File: src/rtl/mem_stage_ctrl.sv
// MEM-stage controller: runs the data-memory handshake for loads/stores, stalls
// the front of the pipe while an access is outstanding, and fills the MEM/WB register.
module mem_stage_ctrl #(
  parameter int DATA_W   = 16,
  parameter int REG_AW   = 3,
  parameter int MAX_WAIT = 15
) (
  input  logic              clk,
  input  logic              rst,
  input  logic              validExMem,
  input  logic              MemReadExMem,
  input  logic              MemWriteExMem,
  input  logic [DATA_W-1:0] AluResExMem,
  input  logic [DATA_W-1:0] RtDataExMem,
  input  logic [REG_AW-1:0] writeRegExMem,
  input  logic              writeRegValidExMem,
  input  logic              forwardC,
  input  logic [DATA_W-1:0] writeDataMemWb,
  output logic              memReq,
  output logic              memWr,
  output logic [DATA_W-1:0] memAddr,
  output logic [DATA_W-1:0] memWData,
  input  logic [DATA_W-1:0] memRData,
  input  logic              memDone,
  input  logic              memErr,
  output logic              stallMem,
  output logic              validMemWb,
  output logic              MemReadMemWb,
  output logic              writeRegValidMemWb,
  output logic              errMemWb,
  output logic [REG_AW-1:0] writeRegMemWb,
  output logic [DATA_W-1:0] memDataMemWb,
  output logic [DATA_W-1:0] aluResMemWb
);
  localparam int CW = $clog2(MAX_WAIT + 1);

  typedef enum logic {IDLE, WAIT} state_t;

  state_t            state;
  logic [CW-1:0]     waitCnt;
  logic              pendLoad;
  logic              pendRegValid;
  logic [REG_AW-1:0] pendReg;
  logic              memop;
  logic              timeout;
  logic              finish;

  assign memop   = validExMem & (MemReadExMem | MemWriteExMem);
  assign timeout = (waitCnt == CW'(MAX_WAIT));
  assign finish  = (state == WAIT) & (memDone | timeout);
  // Gated by rst so the stall drops the instant reset asserts, even with a memop pending.
  assign stallMem = rst & (((state == IDLE) & memop) | ((state == WAIT) & ~finish));

  always_ff @(posedge clk or negedge rst) begin
    if (!rst) begin
      state              <= IDLE;
      waitCnt            <= '0;
      memReq             <= 1'b0;
      memWr              <= 1'b0;
      memAddr            <= '0;
      memWData           <= '0;
      pendLoad           <= 1'b0;
      pendRegValid       <= 1'b0;
      pendReg            <= '0;
      validMemWb         <= 1'b0;
      MemReadMemWb       <= 1'b0;
      writeRegValidMemWb <= 1'b0;
      errMemWb           <= 1'b0;
      writeRegMemWb      <= '0;
      memDataMemWb       <= '0;
      aluResMemWb        <= '0;
    end else begin
      case (state)
        IDLE: begin
          if (memop) begin
            state        <= WAIT;
            waitCnt      <= CW'(1);
            memReq       <= 1'b1;
            memWr        <= MemWriteExMem;
            memAddr      <= AluResExMem;
            // Forwarded value is only on writeDataMemWb this cycle, so latch it now.
            memWData     <= forwardC ? writeDataMemWb : RtDataExMem;
            pendLoad     <= MemReadExMem;
            pendRegValid <= writeRegValidExMem;
            pendReg      <= writeRegExMem;
            validMemWb         <= 1'b0;
            MemReadMemWb       <= 1'b0;
            writeRegValidMemWb <= 1'b0;
            errMemWb           <= 1'b0;
            writeRegMemWb      <= '0;
            memDataMemWb       <= '0;
            aluResMemWb        <= '0;
          end else begin
            validMemWb         <= validExMem;
            MemReadMemWb       <= 1'b0;
            writeRegValidMemWb <= validExMem & writeRegValidExMem;
            errMemWb           <= 1'b0;
            writeRegMemWb      <= validExMem ? writeRegExMem : '0;
            memDataMemWb       <= '0;
            aluResMemWb        <= validExMem ? AluResExMem : '0;
          end
        end
        WAIT: begin
          if (finish) begin
            state              <= IDLE;
            waitCnt            <= '0;
            memReq             <= 1'b0;
            memWr              <= 1'b0;
            validMemWb         <= 1'b1;
            MemReadMemWb       <= pendLoad;
            writeRegValidMemWb <= pendRegValid;
            writeRegMemWb      <= pendReg;
            aluResMemWb        <= memAddr;
            // A real completion wins over a coincident timeout.
            errMemWb           <= memDone ? memErr : 1'b1;
            memDataMemWb       <= (memDone & pendLoad) ? memRData : '0;
          end else begin
            waitCnt <= waitCnt + 1'b1;
          end
        end
        default: state <= IDLE;
      endcase
    end
  end
endmodule

File: config.mk
export PLATFORM = sky130hd
export DESIGN_NAME = mem_stage_ctrl
export DESIGN_NICKNAME = d
export VERILOG_FILES = /design/src/rtl/mem_stage_ctrl.sv
export SDC_FILE = /design/constraint.sdc
export NUM_CORES = 1
export LEC_CHECK = 0
export ABC_AREA = 1
export CORE_AREA = 4 4 84 117
export CTS_CLUSTER_DIAMETER = 200
export DETAILED_ROUTE_END_ITERATION = 8
export DIE_AREA = 0 0 88 121
export GPL_TIMING_DRIVEN = 0
export PLACE_DENSITY = 0.78
export REMOVE_ABC_BUFFERS = 1
export SYNTH_ARGS = -nofsm -noshare
export SYNTH_HDL_FRONTEND = slang
export SYNTH_SLANG_ARGS = --single-unit
File: constraint.sdc
create_clock -name clk -period 1.6 [get_ports clk]
set_input_delay 0.32 -clock clk [delete_from_list [all_inputs] [get_ports clk]]
set_output_delay 0.32 -clock clk [all_outputs]
set_load 0.1 [all_outputs]
==> out/metrics.yaml <==
run_status: "finished, violations left"
violations: "setup timing"
crit_cells: 7
yosysWarnings: 0
drt-total-wl_um: 12400
path_clk_slew_ps: 60
ys_async_sr_fraction_pct: 100
crit_path_start_kind: "flip-flop"
path_max_fanout: 3
die_w_um: 88
dr.first_iter.drc_count: 215
tightest_slew_ps: 941
cp.arrival_ps: 1620
timing.rr.end: "memAddr[7]"
crit_path_end_kind: "primary output"
fmax_mhz: 514
period_minus_slack_ps: 1940
grt_use_total_pct: 23.6
synth_common_cells: "nand2_1, dfrtp_1, nand3_1, inv_1, nand4_1"
powerDensity_nw_per_um2: 1430
cts_made_buffers: 9
grt_pass1_vias: 3815
rsz0062_at_grt: "true"
drt_pass1_iterations: 4
die_area_sq_um: 10600
netlist.area_leader.share_pct: 56.2
finalMaxSlewViolations: 0
cts.sinks: 83
rows: 41
reg2reg_from: "state"
max_stage_delay_ps: 500
grt_pass1_wl_um: 19200
cts_root_buffer: "clkbuf_16"
ys_types: 23
cap_violations: 0
setup_viol: 1
yosys_most_used_dff: "dfrtp_1"
critical_path.startpoint: "state"
start_util_pct: 41.6
p_leak_nw: 2.89
ys_seq_elements: 83
syn_area_sq_um: 3690
diodes: 0
die_h_um: 121
io_pins: 150
finalHoldViolCount: 0
yosys.area.top_type: "dfrtp_1"
final_antenna_net_count: 0
synth-seq-area-share_pct: 56.2
tns_ps: -344
finalNetCount: 680
via_per_inst: 5.17
crit_slowest_cell: "dfrtp_4"
yosys-top-cells-area: "dfrtp_1, nand2_1, nand3_1"
synthToLayoutAreaGrowth_pct: 59.2
post-dp-hpwl_um: 6990
cts_tree: "built"
vias: 3697
cp_num_buf_inv: 4
finalCritPeriodShare_pct: 122
overflow: 0
rr_worst_depth: 9
insertion_delay_ps: 330
cts_buffer_depth: 2
path_class: "flip-flop to primary output"
final_layout_size_suffix_gt1_share_pct: 22.5
synth_cells: 437
drc: 0
required_ps: 1280
place.gp.congestion: 0.713
rrSetupSlack_ps: 10
vdd_ir_drop_max_mv: 0.869
portBuffers: 149
crit_chain: "buf_16, clkinv_8, nand2_8, nor2_8, inv_16, a21oi_4, buf_12"
crit_end: "stallMem"
hp-class: "input port to async pin"
cp_top_family: "flip-flops"
relSlewSlack_pct: 37.1
synth.avg_cell_area_sq_um: 8.45
avgRoutedWirePerCell_um: 17.4
dp_slack_ps: -2300
yosysMostFrequentCell: "nand2_1"
core_area_sq_um: 8870
grt_max_degree: 64
holdWs_ps: 12.5
setup_ws_ps: -344
synth_edf_count: 0
htreeDepth: 3
clock_skew_ps: 7.73
antenna_found_initial: 0
==> per-stage QoR <==
stage / utilization (%) / total power [mW] / instance area (sq um) / instances
after floorplan: - / 5.32 / 3550 / 410
after global placement: 58.3 / 6.35 / 5170 / 666
after detailed placement: 58.9 / 6.42 / 5230 / 668
after CTS: 66.7 / 8.50 / 5920 / 710
after global routing: 66.3 / 8.77 / 5880 / 715
final: 66.3 / 8.43 / 5880 / 715
==> worst min path at each step <==
stage / start / endpoint / cells past startpoint
after CTS: rst / memWData[10] / 2
after global placement: memDataMemWb[5] / memDataMemWb[5] / 2
after global routing: rst / memWData[10] / 2
after detailed placement: rst / memWData[4] / 1
final: rst / memWData[10] / 2
after floorplan: rst / MemReadMemWb / 0
==> state kept, by name, indices dropped and copies added (netlist names), 3 cells and up <==
signal / cells
aluResMemWb: 16
memAddr: 16
writeRegMemWb: 3
memWData: 16
memDataMemWb: 16
waitCnt: 4
pendReg: 3
==> kinds of logic after synthesis <==
family	after synthesis	synth area share [%]
buffers and inverters	57	7.08
and+or+nand+nor	256	30.8
adders and majority gates	1	0.339
DFF	83	56.2
AOI/OAI and AO/OA	40	5.52
==> power by group <==
group	leakage, nW	total (mW)	internal (mW)	switching, mW
combinational	1.68	3.84	0.869	2.97
clock	0.137	1.92	1.13	0.790
sequential	1.07	2.67	2.44	0.226
total	2.89	8.43	4.44	3.99
==> placed cells by master (no fill, tap or decap), drive strengths merged, types with 3 or more instances in the layout <==
cell / synthesis / routed
nand3: 59 / 60
buf: 14 / 45
clkdlybuf4s50: 0 / 72
clkbuf: 13 / 15
clkinv: 0 / 3
o21ai: 37 / 37
a21oi: 3 / 3
dfrtp: 83 / 83
nand2: 168 / 169
clkdlybuf4s18: 0 / 22
nand4: 23 / 23
clkdlybuf4s15: 0 / 31
inv: 30 / 30
nor2: 5 / 7
==> what timing repair did <==
| item | CTS | global route |
|---|---|---|
| resized for setup | 262 | 58 |
| endpoints found under the hold margin | 20 | 20 |
| buffers inserted | 19 | 4 |
| endpoints found under the setup margin | 157 | 109 |
| hold buffers | 1 | 1 |
| gates cloned | 7 | 2 |
| pin swaps | 6 | 4 |
==> per-layer routing <==
layer  vias up  wire (um)  GRT usage, %
met5         -          0             0
met4         0        145          7.68
met3        12       1180          7.95
met2       149       6350          40.7
met1      1774       4760          27.0
li1       1762          -             -
==> final cells by class <==
type	count	area, sq um
clock inverters	2	10.0
multi-input cells	301	1460
inverters	30	145
flip-flops and latches	83	2080
fillers	716	2990
clock buffers	14	264
repair buffers	175	1760
repair inverters	3	25.0
well taps	107	134
Power figures use the tool's default switching activity.
